--- config.mk ---
export PLATFORM = sky130hd
export DESIGN_NAME = rcpu_step_ctrl
export DESIGN_NICKNAME = d
export VERILOG_FILES = /design/src/rtl/rcpu_pkg.sv /design/src/rtl/rcpu_debounce.sv /design/src/rtl/rcpu_step_ctrl.sv
export SDC_FILE = /design/constraint.sdc
export NUM_CORES = 1
export LEC_CHECK = 0
export CORE_MARGIN = 2
export CORE_UTILIZATION = 40
export DETAILED_ROUTE_END_ITERATION = 10
export HOLD_SLACK_MARGIN = 0.05
export PLACE_DENSITY_LB_ADDON = 0.1
export SYNTH_ARGS = -nofsm -noshare
export SYNTH_HDL_FRONTEND = slang
export SYNTH_SLANG_ARGS = --single-unit
--- constraint.sdc ---
create_clock -name RCPU_STEP_clk_xi -period 2.6 [get_ports RCPU_STEP_clk_xi]
set_input_delay 0.65 -clock RCPU_STEP_clk_xi [delete_from_list [all_inputs] [get_ports RCPU_STEP_clk_xi]]
set_output_delay 0.65 -clock RCPU_STEP_clk_xi [all_outputs]
set_load 0.05 [all_outputs]
--- src/rtl/rcpu_pkg.sv ---
// Shared definitions for the single-step R-type CPU controller.
// Contains the funct field constants, the 4-bit ALU op codes and the FSM state encoding.
// It also provides the decode helper that maps an instruction word to {legal, op}.
package rcpu_pkg;

    localparam logic [5:0] OPCODE_RTYPE = 6'h00;

    localparam logic [5:0] FUNCT_ADD  = 6'h20;
    localparam logic [5:0] FUNCT_ADDU = 6'h21;
    localparam logic [5:0] FUNCT_SUB  = 6'h22;
    localparam logic [5:0] FUNCT_SUBU = 6'h23;
    localparam logic [5:0] FUNCT_AND  = 6'h24;
    localparam logic [5:0] FUNCT_OR   = 6'h25;
    localparam logic [5:0] FUNCT_XOR  = 6'h26;
    localparam logic [5:0] FUNCT_NOR  = 6'h27;
    localparam logic [5:0] FUNCT_SLT  = 6'h2A;
    localparam logic [5:0] FUNCT_SLTU = 6'h2B;

    typedef enum logic [3:0] {
        ALU_ADD  = 4'd0,
        ALU_ADDU = 4'd1,
        ALU_SUB  = 4'd2,
        ALU_SUBU = 4'd3,
        ALU_AND  = 4'd4,
        ALU_OR   = 4'd5,
        ALU_XOR  = 4'd6,
        ALU_NOR  = 4'd7,
        ALU_SLT  = 4'd8,
        ALU_SLTU = 4'd9
    } alu_op_e;

    typedef enum logic [2:0] {
        ST_IDLE   = 3'd0,
        ST_FETCH  = 3'd1,
        ST_DECODE = 3'd2,
        ST_EXEC   = 3'd3,
        ST_WB     = 3'd4
    } state_e;

    typedef struct packed {
        logic    legal;
        alu_op_e op;
    } dec_t;

    // Only opcode 0 with one of the ten supported funct codes is legal.
    // Illegal words decode to ALU_ADD so the operand path stays well defined.
    function automatic dec_t decode_rtype(input logic [31:0] inst);
        dec_t d;
        d.legal = (inst[31:26] == OPCODE_RTYPE);
        d.op    = ALU_ADD;
        case (inst[5:0])
            FUNCT_ADD:  d.op = ALU_ADD;
            FUNCT_ADDU: d.op = ALU_ADDU;
            FUNCT_SUB:  d.op = ALU_SUB;
            FUNCT_SUBU: d.op = ALU_SUBU;
            FUNCT_AND:  d.op = ALU_AND;
            FUNCT_OR:   d.op = ALU_OR;
            FUNCT_XOR:  d.op = ALU_XOR;
            FUNCT_NOR:  d.op = ALU_NOR;
            FUNCT_SLT:  d.op = ALU_SLT;
            FUNCT_SLTU: d.op = ALU_SLTU;
            default:    d.legal = 1'b0;
        endcase
        return d;
    endfunction

endpackage

--- src/rtl/rcpu_debounce.sv ---
// Step button conditioner: 2-flop synchroniser, stability counter, rising-edge pulse.
// Latency: 2 sync cycles + DEB_CYCLES stable samples + 1 cycle to the registered pulse.
// No backpressure: the pulse is one cycle wide and the consumer either takes it or drops it.
module rcpu_debounce #(
    parameter int unsigned DEB_CYCLES = 1_000_000
) (
    input  logic clk_i,
    input  logic rst_i,
    input  logic btn_i,
    output logic step_o
);

    localparam int unsigned CNT_W = (DEB_CYCLES > 2) ? $clog2(DEB_CYCLES) : 1;
    localparam logic [CNT_W-1:0] CNT_MAX = CNT_W'(DEB_CYCLES - 1);

    logic [1:0]       sync_q;
    logic             level_q, level_d;
    logic [CNT_W-1:0] cnt_q, cnt_d;
    logic             step_q;

    // The level flips only after DEB_CYCLES consecutive samples disagree with it;
    // any sample that agrees restarts the count, so bounces shorter than that are lost.
    always_comb begin
        level_d = level_q;
        cnt_d   = '0;
        if (sync_q[1] != level_q) begin
            if (cnt_q == CNT_MAX) begin
                level_d = sync_q[1];
            end else begin
                cnt_d = cnt_q + 1'b1;
            end
        end
    end

    // Synchroniser, debounced level, counter and the 0->1 pulse.
    always_ff @(posedge clk_i) begin
        if (rst_i) begin
            sync_q  <= 2'b00;
            level_q <= 1'b0;
            cnt_q   <= '0;
            step_q  <= 1'b0;
        end else begin
            sync_q  <= {sync_q[0], btn_i};
            level_q <= level_d;
            cnt_q   <= cnt_d;
            step_q  <= level_d & ~level_q;
        end
    end

    assign step_o = step_q;

endmodule

--- src/rtl/rcpu_step_ctrl.sv ---
// Single-step R-type controller: each debounced press runs fetch, decode, exec, write-back.
// Latency: step request in cycle N -> regfile write pulse in N+4 -> display outputs in N+5.
// Backpressure: none; step requests arriving while busy are dropped, never queued.
module rcpu_step_ctrl
    import rcpu_pkg::*;
#(
    parameter int unsigned PC_W       = 5,
    parameter int unsigned DEB_CYCLES = 1_000_000
) (
    input  logic            RCPU_STEP_clk_xi,
    input  logic            RCPU_STEP_rst_xi,
    input  logic            RCPU_STEP_step_xi,
    output logic [PC_W-1:0] RCPU_STEP_pc_xo,
    input  logic [31:0]     RCPU_STEP_inst_xi,
    output logic [4:0]      RCPU_STEP_ra_xo,
    output logic [4:0]      RCPU_STEP_rb_xo,
    input  logic [31:0]     RCPU_STEP_a_xi,
    input  logic [31:0]     RCPU_STEP_b_xi,
    output logic [31:0]     RCPU_STEP_alu_a_xo,
    output logic [31:0]     RCPU_STEP_alu_b_xo,
    output logic [3:0]      RCPU_STEP_alu_op_xo,
    input  logic [31:0]     RCPU_STEP_alu_f_xi,
    input  logic            RCPU_STEP_alu_of_xi,
    input  logic            RCPU_STEP_alu_zf_xi,
    output logic            RCPU_STEP_we_xo,
    output logic [4:0]      RCPU_STEP_wa_xo,
    output logic [31:0]     RCPU_STEP_wd_xo,
    output logic [31:0]     RCPU_STEP_data_xo,
    output logic            RCPU_STEP_of_xo,
    output logic            RCPU_STEP_zf_xo,
    output logic            RCPU_STEP_busy_xo,
    output logic            RCPU_STEP_illegal_xo
);

    state_e          state_q, state_d;
    logic            step_req;
    dec_t            dec;
    logic [31:0]     ir_q;
    logic [PC_W-1:0] pc_q;
    logic [31:0]     alu_a_q, alu_b_q;
    alu_op_e         alu_op_q;
    logic            legal_q;
    logic [31:0]     f_q;
    logic            f_of_q, f_zf_q;
    logic            we_q;
    logic [4:0]      wa_q;
    logic [31:0]     data_q;
    logic            of_q, zf_q;
    logic            illegal_q;
    logic            is_addsub;
    logic            unused_shamt;

    rcpu_debounce #(
        .DEB_CYCLES (DEB_CYCLES)
    ) u_debounce (
        .clk_i  (RCPU_STEP_clk_xi),
        .rst_i  (RCPU_STEP_rst_xi),
        .btn_i  (RCPU_STEP_step_xi),
        .step_o (step_req)
    );

    // State register.
    always_ff @(posedge RCPU_STEP_clk_xi) begin
        if (RCPU_STEP_rst_xi) begin
            state_q <= ST_IDLE;
        end else begin
            state_q <= state_d;
        end
    end

    // Fixed one-cycle-per-phase sequence; a request is only looked at in IDLE.
    always_comb begin
        state_d = state_q;
        case (state_q)
            ST_IDLE:   if (step_req) state_d = ST_FETCH;
            ST_FETCH:  state_d = ST_DECODE;
            ST_DECODE: state_d = ST_EXEC;
            ST_EXEC:   state_d = ST_WB;
            ST_WB:     state_d = ST_IDLE;
            default:   state_d = ST_IDLE;
        endcase
    end

    assign dec          = decode_rtype(ir_q);
    assign is_addsub    = (alu_op_q == ALU_ADD) || (alu_op_q == ALU_SUB);
    // The shift-amount field has no meaning for the supported ops.
    assign unused_shamt = ^ir_q[10:6];

    // Per-phase datapath: IR, operand latches, result capture, write-back and display hold.
    always_ff @(posedge RCPU_STEP_clk_xi) begin
        if (RCPU_STEP_rst_xi) begin
            ir_q      <= '0;
            pc_q      <= '0;
            alu_a_q   <= '0;
            alu_b_q   <= '0;
            alu_op_q  <= ALU_ADD;
            legal_q   <= 1'b0;
            f_q       <= '0;
            f_of_q    <= 1'b0;
            f_zf_q    <= 1'b0;
            we_q      <= 1'b0;
            wa_q      <= '0;
            data_q    <= '0;
            of_q      <= 1'b0;
            zf_q      <= 1'b0;
            illegal_q <= 1'b0;
        end else begin
            we_q <= 1'b0;
            case (state_q)
                ST_FETCH: begin
                    ir_q <= RCPU_STEP_inst_xi;
                end
                ST_DECODE: begin
                    alu_a_q  <= RCPU_STEP_a_xi;
                    alu_b_q  <= RCPU_STEP_b_xi;
                    alu_op_q <= dec.op;
                    legal_q  <= dec.legal;
                end
                ST_EXEC: begin
                    // Write-back data/address are set up here so the pulse lands in WB;
                    // an illegal word leaves the previous result untouched.
                    if (legal_q) begin
                        f_q    <= RCPU_STEP_alu_f_xi;
                        f_of_q <= RCPU_STEP_alu_of_xi & is_addsub;
                        f_zf_q <= RCPU_STEP_alu_zf_xi;
                        wa_q   <= ir_q[15:11];
                        we_q   <= (ir_q[15:11] != 5'd0);
                    end
                end
                ST_WB: begin
                    if (legal_q) begin
                        data_q <= f_q;
                        of_q   <= f_of_q;
                        zf_q   <= f_zf_q;
                    end else begin
                        illegal_q <= 1'b1;
                    end
                    pc_q <= pc_q + 1'b1;
                end
                default: ;
            endcase
        end
    end

    assign RCPU_STEP_pc_xo      = pc_q;
    assign RCPU_STEP_ra_xo      = ir_q[25:21];
    assign RCPU_STEP_rb_xo      = ir_q[20:16];
    assign RCPU_STEP_alu_a_xo   = alu_a_q;
    assign RCPU_STEP_alu_b_xo   = alu_b_q;
    assign RCPU_STEP_alu_op_xo  = alu_op_q;
    // Reset arriving during WB must still suppress the regfile write in that same cycle.
    assign RCPU_STEP_we_xo      = we_q & ~RCPU_STEP_rst_xi;
    assign RCPU_STEP_wa_xo      = wa_q;
    assign RCPU_STEP_wd_xo      = f_q;
    assign RCPU_STEP_data_xo    = data_q;
    assign RCPU_STEP_of_xo      = of_q;
    assign RCPU_STEP_zf_xo      = zf_q;
    assign RCPU_STEP_busy_xo    = (state_q != ST_IDLE);
    assign RCPU_STEP_illegal_xo = illegal_q;

endmodule

### Yosys cells after proc, flatten, opt, wreduce, memory -nomap -nowiden

Index checks and enable logic that the tools add are counted.
W data, S select, Z words.

* $lt $le $gt $ge: 0
* bitwise gates (word level): 8
* multipliers: 0
* div/mod/pow operators: 0
* multiplexer cells: 6
* add/sub/neg operators: 2
* eq/ne operators: 18
* shift operators: 0
* reductions and logical operators: 12

Operators by type and width (count)
* $eq A6 B6 Y1 const B: 10
* $pmux W4 S9: 1
* $add A20 B1 Y20 const B: 1
* $eq A20 B20 Y1 const B: 1
* $pmux W3 S4: 1
* $reduce_or A10 Y1: 1
* $eq A3 B2 Y1 const B: 2
* $logic_not A6 Y1: 1
* $reduce_and A2 Y1: 3
* $reduce_or A3 Y1: 2
* $add A5 B1 Y5 const B: 1
* $not A1 Y1: 5
* $reduce_bool A5 Y1: 1
* $eq A4 B2 Y1 const B: 1
* $logic_not A4 Y1: 1
* $and A1 B1 Y1: 3
* $eq A3 B1 Y1 const B: 1
* $eq A3 B3 Y1 const B: 1
* $logic_not A3 Y1: 1
* $mux W1: 3
* $mux W3: 1
* $reduce_bool A3 Y1: 1
* $ne A2 B1 Y1 const B: 1
* $logic_or A1 B1 Y1: 1
* $ne A1 B1 Y1: 1

* bits in latches: 0
* bits in registers: 208
* memory bits (read-only): 0
* output and inout bits: 157
* memories kept: 0
* bits of input ports: 133
* bits in writable memories: 0
* word-level logic and storage cells: 66

### Logic depth before layout (Yosys ltp)

Gate-level depths: netlist of the first run.

* depth after elaboration: 4
* depth in mapped cells: 7
* depth with buffers taken out: 5

### Hierarchy

From an unflattened synthesis of the first run, not the netlist that was laid out.

* cells, all modules: 919
* area total of the unflattened synthesis: 7500.9 sq um

By module, submodules not included
* rcpu_step_ctrl: cells each 802, times used 1, area an instance 6453.7 sq um, seq. area each 3583.4 sq um
* rcpu_debounce: cells each 117, times used 1, area an instance 1047.3 sq um, seq. area each 480.5 sq um

### Worst setup path after synthesis of the first run

Ideal clock, no wire load.

* path type: input port to output port
* from: input port RCPU_STEP_rst_xi
* to: output port RCPU_STEP_we_xo
* arrival: 1.543 ns
* stages: 2
* path buffers: 1
* required time: 1.950 ns
* slack: 0.407 ns
* cells stage by stage: clkbuf_1 > nor2b_1

* cells in the longest elaborated chain, start to end: 2

RTL lines
* from (decl): RTL line rcpu_step_ctrl.sv:11 `input logic RCPU_STEP_rst_xi,`
* $not A1 Y1: RTL line rcpu_step_ctrl.sv:152 `assign RCPU_STEP_we_xo = we_q & ~RCPU_STEP_rst_xi;`
* $and A1 B1 Y1: RTL line rcpu_step_ctrl.sv:152
* to (decl): RTL line rcpu_step_ctrl.sv:25 `output logic RCPU_STEP_we_xo,`

No other way between the ends.

### Worst setup path in the final report of the first run

* from: register pc_q[1] (netlist: RCPU_STEP_pc_xo[1])
* to: output port RCPU_STEP_pc_xo[1]

RTL lines
* from (decl): RTL line rcpu_step_ctrl.sv:39 `logic [PC_W-1:0] pc_q;`
* from (signal assigned): RTL line rcpu_step_ctrl.sv:138 `pc_q <= pc_q + 1'b1;`
* to (decl): RTL line rcpu_step_ctrl.sv:13 `output logic [PC_W-1:0] RCPU_STEP_pc_xo,`

No word-level cell between the ends.

==> results.json, run 1 <==
{
  "status": "completed",
  "clock_skew_ns": 0.0111,
  "netlist_area_um2": 7360,
  "crit_buf_inv": 1,
  "avgSynthCellArea_um2": 7.99,
  "internal_power_uw": 5010,
  "fp.dieW_um": 140,
  "cts_max_level": 1,
  "cts_tree": "built",
  "synth_cell_types": 35,
  "final_area_um2": 11000,
  "endpoint_kind": "primary output",
  "drv_cap": 0,
  "cts_resized": 0,
  "seq_power_share": 0.497,
  "p_leak_uw": 0.00359,
  "route.detailed.drc": 0,
  "totalWireLength_um": 20800,
  "synth_nets": 1056,
  "drv_slew": 0,
  "fin_crit_ns": 2.42,
  "cp_max_fo": 4,
  "synth_flop_cell": "dfxtp_1",
  "critPathSlowestCell": "clkdlybuf4s50_1",
  "rsz0062_at_grt": "false",
  "setup_viol": 0,
  "drt-initial-drc-count": 313,
  "grt_max_degree": 119,
  "post_cts_buffers": 0,
  "synth_edf_count": 0,
  "rows": 49,
  "crit_chain": "clkdlybuf4s50_1",
  "diodes": 0,
  "maxSlewHeadroom": 0.542,
  "stdcell_count": 1411,
  "die_h_um": 140,
  "setup.worst_path.start_class": "flip-flop",
  "clkPwrFrac": 0.463,
  "clk_latency_ns": 0.49,
  "numClockSinks": 203,
  "numPortBuffers": 284,
  "grt_use_total": 0.205,
  "ys_warn_count": 0,
  "worst-setup-path-type": "flip-flop to primary output",
  "reg2reg_slack_ns": 0.59,
  "post-dp-hpwl_um": 13900,
  "setup_tns_ns": 0,
  "ir_drop_v": 0.000503,
  "placedCellCount": 1375,
  "crit_required_ns": 1.95,
  "dr.pass1.iters": 5,
  "grt_pass1_vias": 6376,
  "layout-drive-gt1-share": 0.0415,
  "netSwitchingPower_uw": 1260,
  "grt_pass1_wl_um": 33000,
  "nNetsFinal": 1306,
  "grt-ovfl-total": 0,
  "pre_cts_ws_ns": 0.595,
  "io_pins": 290,
  "finalCritPeriodShare": 0.930,
  "area_growth_pct": 48.9,
  "fmax_mhz": 414,
  "async_flop_share": 0,
  "max-clock-path-buffers": 3,
  "final_hold_viol_count": 0,
  "antenna_found_initial": 0,
  "synth-seq-area-share": 0.552,
  "worstMarginPinSlew_ns": 0.687,
  "wl_per_cell_um": 14.8,
  "numCtsBuffers": 23,
  "vias_per_cell": 4.85,
  "globalplace.congestion": 0.767,
  "vias": 6841,
  "hold_buffers": 0,
  "clkSlewWorstSetupHoldPaths_ns": 0.06,
  "die_area_um2": 19500,
  "crit_family": "buffers and inverters",
  "fin_util": 0.608,
  "critPathMaxStageDelay_ns": 0.88,
  "ant_nets": 0,
  "hold_class": "flip-flop to flip-flop",
  "powerDensity_nw_per_um2": 572,
  "fp.coreArea_um2": 18000,
  "worstPathArrival_ns": 1.77,
  "postPlaceCellArea_um2": 10300,
  "p_comb_frac": 0.040,
  "synthCells": 921,
  "ys_ff_latch": 203,
  "cts_root_buf": "clkbuf_16",
  "setup_ws_ns": 0.182,
  "start_util": 0.408,
  "swShare": 0.201
}
==> logic make-up (layout without fill, tap and decap cells) <==
logic type	count (synthesis)	count (layout)	share of synthesized area
AOI/OAI and AO/OA	189	189	0.131
xor gates and xnor gates	17	17	0.0202
adders and majority gates	2	2	0.00340
buffers and inverters	77	338	0.0466
DFF	203	203	0.552
muxes	1	1	0.00136
and+or+nand+nor	432	432	0.244
==> through the flow <==
stage / hold slack [ns] / total power, uW
2_1_floorplan: 0.414 / 3230
3_3_place_gp: 0.429 / 3430
3_5_place_dp: 0.444 / 3430
4_1_cts: 0.446 / 6360
5_1_grt: 0.469 / 6510
6_report: 0.450 / 6270
==> flip-flops by register name, summed over array words and instances (netlist names) <==
| register | cells |
|---|---|
| RCPU_STEP_pc_xo | 5 |
| RCPU_STEP_wa_xo | 5 |
| legal_q | 1 |
| u_debounce.level_q | 1 |
| RCPU_STEP_data_xo | 32 |
| RCPU_STEP_zf_xo | 1 |
| f_zf_q | 1 |
| f_of_q | 1 |
| RCPU_STEP_wd_xo | 32 |
| RCPU_STEP_alu_b_xo | 32 |
| we_q | 1 |
| ir_q | 27 |
| u_debounce.step_o | 1 |
| RCPU_STEP_illegal_xo | 1 |
| state_q | 3 |
| u_debounce.sync_q | 2 |
| RCPU_STEP_alu_a_xo | 32 |
| RCPU_STEP_of_xo | 1 |
| RCPU_STEP_alu_op_xo | 4 |
| u_debounce.cnt_q | 20 |
==> layout make-up <==
| type | count | area, um^2 |
|---|---|---|
| flip-flops and latches | 203 | 4060 |
| repair buffers | 296 | 2950 |
| well taps | 229 | 287 |
| multi-input cells | 641 | 2960 |
| clock inverters | 3 | 18.8 |
| clock buffers | 33 | 653 |
| inverters | 6 | 22.5 |
| fillers | 1679 | 7070 |
==> layer usage <==
metal  up-vias  track usage  part of all wire
met5         -            0                 0
met4         0       0.0700             0.036
met3        50       0.0526             0.070
met2       212        0.345              0.46
met1      3071        0.257              0.43
li1       3508            -                 -
==> placed cells by master (no fill, tap or decap), types with 3 or more instances in the layout <==
master,netlist,final
nand2b_1,3,3
or3_1,7,7
xnor2_1,10,10
clkbuf_16,0,23
xor2_1,7,7
nor4_1,7,7
clkbuf_8,0,4
nor2_1,25,25
nor2b_1,6,5
clkdlybuf4s50_1,0,281
and3_1,4,4
buf_4,11,12
inv_1,6,6
nand4_1,5,5
o31ai_1,5,5
nor4b_1,3,3
clkbuf_1,48,6
dfxtp_1,203,203
a21oi_1,178,178
nand3_1,12,12
nand2_1,343,343
or4_1,6,6
==> power groups by stage <==
stage / Sequential, uW / Clock, uW / Combinational [uW]
5_1_grt: 3110 / 3130 / 269
4_1_cts: 3110 / 2990 / 252
2_1_floorplan: 3180 / 0 / 44.2
6_report: 3110 / 2910 / 251
3_3_place_gp: 3180 / 0 / 249
3_5_place_dp: 3180 / 0 / 250
==> cells in the mapped netlist (3+ instances only) <==
master,n,area share
a21oi_1,178,0.12
and3_1,4,0.0034
buf_2,10,0.0068
buf_4,11,0.011
clkbuf_1,48,0.024
dfxtp_1,203,0.55
inv_1,6,0.0031
nand2_1,343,0.18
nand2b_1,3,0.0026
nand3_1,12,0.0082
nand4_1,5,0.0043
nor2_1,25,0.013
nor2b_1,6,0.0051
nor4_1,7,0.0060
nor4b_1,3,0.0036
o31ai_1,5,0.0051
or3_1,7,0.0060
or4_1,6,0.0061
xnor2_1,10,0.012
xor2_1,7,0.0083
==> final timing paths <==
check,from,endpoint,cells past startpoint
worst min register to register,ir_q[19],ir_q[19],2
worst max register to register,u_debounce.cnt_q[8],u_debounce.cnt_q[19],4
worst min-delay path,ir_q[19],ir_q[19],2
worst max-delay path,RCPU_STEP_pc_xo[1],RCPU_STEP_pc_xo[1],1
Note: power is estimated with default switching activity, not from simulation.
==> run 2, diff against run 1 <==
- CORE_MARGIN: 2 -> 4
- clock period: 2.6 -> 2.3 ns (I/O delays scaled with it)
==> run 2 against run 1 <==
Final area rose by 0.50%. Clock skew rose by 0.0033 ns. Largest cell class unchanged. Combinational power rose by 13%. Worst hold slack got worse by 0.16 ns. Clock power rose by 13%. Critical endpoint is now RCPU_STEP_wd_xo[20].
==> results.json, run 2 (same netlist as run 1, synthesis figures left out) <==
{
  "rsz0062_at_grt": "false",
  "area_growth_pct": 49.7,
  "vias_per_cell": 4.84,
  "fin_crit_ns": 2.25,
  "cp_max_fo": 3,
  "stdcell_count": 1415,
  "critPathMaxStageDelay_ns": 0.83,
  "io_pins": 290,
  "cts_max_level": 1,
  "numCtsBuffers": 22,
  "fmax_mhz": 444,
  "final-seq-area_um2": 4060,
  "hold_class": "input pin to flip-flop",
  "clkSlewWorstSetupHoldPaths_ns": 0.06,
  "status": "completed",
  "setup_viol": 0,
  "hold_buffers": 0,
  "rows": 49,
  "crit_family": "buffers and inverters",
  "start_util": 0.408,
  "setup.worst_path.start_class": "flip-flop",
  "layout-drive-gt1-share": 0.0456,
  "critPathSlowestCell": "clkdlybuf4s50_1",
  "grt_max_degree": 66,
  "vias": 6846,
  "wl_per_cell_um": 15.1,
  "clock_skew_ns": 0.0144,
  "powerDensity_nw_per_um2": 645,
  "crit_chain": "clkdlybuf4s50_1",
  "grt_use_total": 0.195,
  "multi_input_area_um2": 2960,
  "grt-ovfl-total": 0,
  "maxSlewHeadroom": 0.518,
  "nNetsFinal": 1308,
  "ir_drop_v": 0.000578,
  "clk_latency_ns": 0.50,
  "die_h_um": 144,
  "placedCellCount": 1378,
  "worstPathArrival_ns": 1.68,
  "totalWireLength_um": 21300,
  "final_hold_viol_count": 0,
  "fp.dieW_um": 144,
  "numPortBuffers": 284,
  "setup_tns_ns": 0,
  "grt_pass1_vias": 6389,
  "grt_pass1_wl_um": 32800,
  "drv_slew": 0,
  "post-dp-hpwl_um": 14600,
  "crit_required_ns": 1.73,
  "crit_buf_inv": 1,
  "die_area_um2": 20600,
  "dr.pass1.iters": 4,
  "endpoint_kind": "primary output",
  "drv_cap": 0,
  "post_cts_buffers": 0,
  "max-clock-path-buffers": 3,
  "antenna_found_initial": 2,
  "route.detailed.drc": 0,
  "cts_root_buf": "clkbuf_16",
  "final_common_cell": "nand2_1",
  "final_cell_mix": "nand2_1, clkdlybuf4s50_1, dfxtp_1",
  "fp.coreArea_um2": 18000,
  "globalplace.congestion": 0.798,
  "numClockSinks": 203,
  "cts_tree": "built",
  "worstMarginPinSlew_ns": 0.723,
  "fillCellCount": 1661,
  "ant_nets": 0,
  "worst-setup-path-type": "flip-flop to primary output",
  "drt-initial-drc-count": 318,
  "p_leak_uw": 0.00391,
  "finalCritPeriodShare": 0.979,
  "report.power.total_uw": 7100
}
run 2: per-stage QoR:
step                worst slack (ns)  area (um^2)  utilization  hold WS (ns)
finish                        0.0481        11000        0.611         0.286
global route                0.000389        11000        0.611         0.277
CTS                          0.00669        11000        0.609         0.271
detailed placement             0.317        10300        0.572         0.430
global placement               0.344        10300        0.572         0.418
floorplan                      0.257         7360            -         0.414
run 2: timing repair:
item | CTS | global route
resized for setup | 5 | 15
endpoints found under the setup margin | 5 | 15
gates cloned | 0 | 0
run 2: power breakdown:
part	switching [uW]	total [uW]	internal, uW
clock network	1340	3300	1960
logic	86.6	283	196
registers	1.43	3520	3520
total	1430	7100	5680
run 2: path summary, 6_finish.rpt:
| path | startpoint | to | slack [ns] | cells past startpoint |
|---|---|---|---|---|
| setup reg to reg | u_debounce.cnt_q[8] | u_debounce.cnt_q[19] | 0.29 | 4 |
| hold / removal | RCPU_STEP_rst_xi | RCPU_STEP_alu_a_xo[13] | 0.29 | 2 |
| setup / recovery | RCPU_STEP_wd_xo[20] | RCPU_STEP_wd_xo[20] | 0.05 | 1 |
| hold reg to reg | u_debounce.sync_q[0] | u_debounce.sync_q[1] | 0.44 | 1 |
run 2: area by class of cell:
class / instances / area share
flip-flops and latches: 203 / 0.369
repair buffers: 299 / 0.274
multi-input cells: 641 / 0.269
clock buffers: 31 / 0.0559
well taps: 229 / 0.0260
clock inverters: 5 / 0.00455
inverters: 6 / 0.00205
diodes: 1 / 0.000227
run 2: metal layers:
layer / GRT usage / wire length, um / vias up
li1: - / - / 3502
met1: 0.239 / 8960 / 3085
met2: 0.326 / 9820 / 209
met3: 0.0616 / 1870 / 48
met4: 0.0619 / 667 / 2
met5: 0 / 13 / -
==> run 3, diff against run 2 <==
- SYNTH_HIERARCHICAL: unset -> 1
==> run 3 against run 2 <==
Sequential cell count is the same. Final area grew 1.4%. Critical path depth is the same. Critical endpoint is now RCPU_STEP_data_xo[30].
==> results.json, run 3 <==
{
  "status": "completed",
  "worst-setup-path-type": "flip-flop to primary output",
  "max-clock-path-buffers": 3,
  "critPathSlowestCell": "clkdlybuf4s50_1",
  "ant_nets": 0,
  "cp_max_fo": 2,
  "crit_chain": "clkdlybuf4s50_1",
  "synth_edf_count": 0,
  "netSwitchingPower_uw": 1510,
  "endpoint_kind": "primary output",
  "grt_max_degree": 135,
  "stdcell_count": 1417,
  "worstPathArrival_ns": 1.68,
  "fin_crit_ns": 2.26,
  "r2r_end": "u_debounce/cnt_q[16]",
  "synth_cell_types": 42,
  "nNetsFinal": 1306,
  "clkSlewWorstSetupHoldPaths_ns": 0.06,
  "synth_top_area_frac": 0.542,
  "powerDensity_nw_per_um2": 659,
  "io_pins": 290,
  "finalCritPeriodShare": 0.981,
  "setup.worst_path.start_class": "flip-flop",
  "yosysTopAreaCell": "dfxtp_1",
  "drt-initial-drc-count": 315,
  "route.detailed.drc": 0,
  "synth_flop_cell": "dfxtp_1",
  "r2r_start": "u_debounce/cnt_q[0]",
  "die_area_um2": 21000,
  "seq_power_share": 0.478,
  "reg2reg_depth": 5,
  "crit_path_start": "RCPU_STEP_data_xo[30]",
  "fin_hold_ws_ns": 0.346,
  "clock_skew_ns": 0.0108,
  "ir_drop_v": 0.000419,
  "post-dp-hpwl_um": 14000,
  "rsz0062_at_grt": "false",
  "async_flop_share": 0,
  "final_hold_viol_count": 0,
  "crit_cells": 1,
  "p_comb_frac": 0.039,
  "netlist_area_um2": 7500,
  "area_growth_pct": 48.8,
  "setup_viol": 0,
  "start_util": 0.412,
  "final_common_cell": "nand2_1",
  "fp.dieW_um": 145,
  "hold_buffers": 0,
  "numClockSinks": 203,
  "setup_tns_ns": 0,
  "post_cts_buffers": 0,
  "hold_class": "input pin to flip-flop",
  "totalWireLength_um": 21300,
  "swShare": 0.206,
  "yosys-top-cells-count": "nand2_1, dfxtp_1, a21oi_1",
  "crit_required_ns": 1.73,
  "fmax_mhz": 443,
  "placedCellCount": 1375,
  "crit_buf_inv": 1,
  "grt_use_total": 0.189,
  "synth_nets": 1054,
  "worstMarginPinSlew_ns": 0.616,
  "numCtsBuffers": 23,
  "dr.pass1.iters": 4,
  "antenna_found_initial": 0,
  "drv_cap": 0,
  "maxSlewHeadroom": 0.589,
  "die_h_um": 145,
  "cts_max_level": 1,
  "ys_warn_count": 6,
  "synth-seq-area-share": 0.542,
  "critPathMaxStageDelay_ns": 0.84,
  "final_cell_mix": "nand2_1, clkdlybuf4s50_1, dfxtp_1",
  "avgSynthCellArea_um2": 8.16,
  "ys_ff_latch": 203,
  "reg2reg_slack_ns": 0.39,
  "numPortBuffers": 284,
  "cts_root_buf": "clkbuf_16",
  "grt_pass1_vias": 6475,
  "cp-endpoint": "RCPU_STEP_data_xo[30]",
  "p_leak_uw": 0.00404,
  "diodes": 0,
  "layout-drive-gt1-share": 0.0556,
  "synth_area_leaders": "dfxtp_1, nand2_1, a21oi_1",
  "clk_latency_ns": 0.50,
  "clkPwrFrac": 0.483,
  "crit_family": "buffers and inverters",
  "synthCells": 919,
  "rows": 49,
  "fp.coreArea_um2": 18200,
  "cts_tree": "built",
  "grt_pass1_wl_um": 33900,
  "grt-ovfl-total": 0,
  "wl_per_cell_um": 15.0,
  "vias": 6899,
  "internal_power_uw": 5840,
  "vias_per_cell": 4.87,
  "yosysMostFrequentCell": "nand2_1",
  "globalplace.congestion": 0.773,
  "drv_slew": 0
}
run 3: cell types whose count changed after synthesis, sizes merged, moves of 3 or more:
cell,before,now
clkbuf,48,30
buf,23,40
nor2,25,20
nor3,2,7
o21ai,4,8
o31ai,5,1
nand2,343,340
nand2b,3,0
nand3,12,9
nand4,5,8
nor4,7,4
or3,7,10
or4,6,3
run 3: power groups by stage:
stage	clock network, uW	registers, uW	logic (uW)
finish	3550	3520	285
global route	3830	3520	303
CTS	3650	3520	286
detailed placement	0	3600	284
global placement	0	3600	285
floorplan	0	3600	50.5
run 3: cell families after synthesis:
family / after synthesis / synth area share
fa+ha+maj: 2 / 0.00334
simple gates: 427 / 0.247
buf+inv: 78 / 0.0575
mux: 1 / 0.00133
flops: 203 / 0.542
xor+xnor: 16 / 0.0187
compound gates: 192 / 0.130
run 3: what timing repair did:
item,4_1_cts,5_1_grt
gates cloned,0,0
setup endpoints to repair,6,19
gates resized for setup,6,19
run 3: cell type report:
type                    instances  area, um^2
fillers                      1708        7050
clock inverters                 6        33.8
multi-input cells             638        3010
repair buffers                297        3030
inverters                       8        30.0
well taps                     229         287
clock buffers                  36         714
flip-flops and latches        203        4060
run 3: metrics by stage:
step / utilization / setup WS [ns] / instance area, um^2 / total power [uW]
2_1_floorplan: - / 0.0636 / 7500 / 3650
3_3_place_gp: 0.570 / 0.415 / 10400 / 3880
3_5_place_dp: 0.570 / 0.400 / 10400 / 3880
4_1_cts: 0.610 / 0.00626 / 11100 / 7460
5_1_grt: 0.613 / 0.000310 / 11200 / 7650
6_report: 0.613 / 0.0434 / 11200 / 7360
run 3: routing by layer:
| metal | track usage | share of wire | vias up |
|---|---|---|---|
| li1 | - | - | 3515 |
| met1 | 0.237 | 0.43 | 3135 |
| met5 | 0 | 0 | - |
| met4 | 0.0390 | 0.015 | 0 |
| met2 | 0.316 | 0.46 | 223 |
| met3 | 0.0664 | 0.092 | 26 |
run 3: worst min-delay path by stage:
stage / slack, ns / start / to / depth (start not counted)
2_1_floorplan: 0.41 / u_debounce/sync_q[0] / u_debounce/sync_q[1] / 1
3_3_place_gp: 0.43 / u_debounce/sync_q[0] / u_debounce/sync_q[1] / 1
3_5_place_dp: 0.43 / u_debounce/sync_q[0] / u_debounce/sync_q[1] / 1
4_1_cts: 0.33 / RCPU_STEP_rst_xi / RCPU_STEP_pc_xo[3] / 2
5_1_grt: 0.33 / RCPU_STEP_rst_xi / RCPU_STEP_pc_xo[3] / 2
6_report: 0.35 / RCPU_STEP_rst_xi / RCPU_STEP_pc_xo[2] / 2
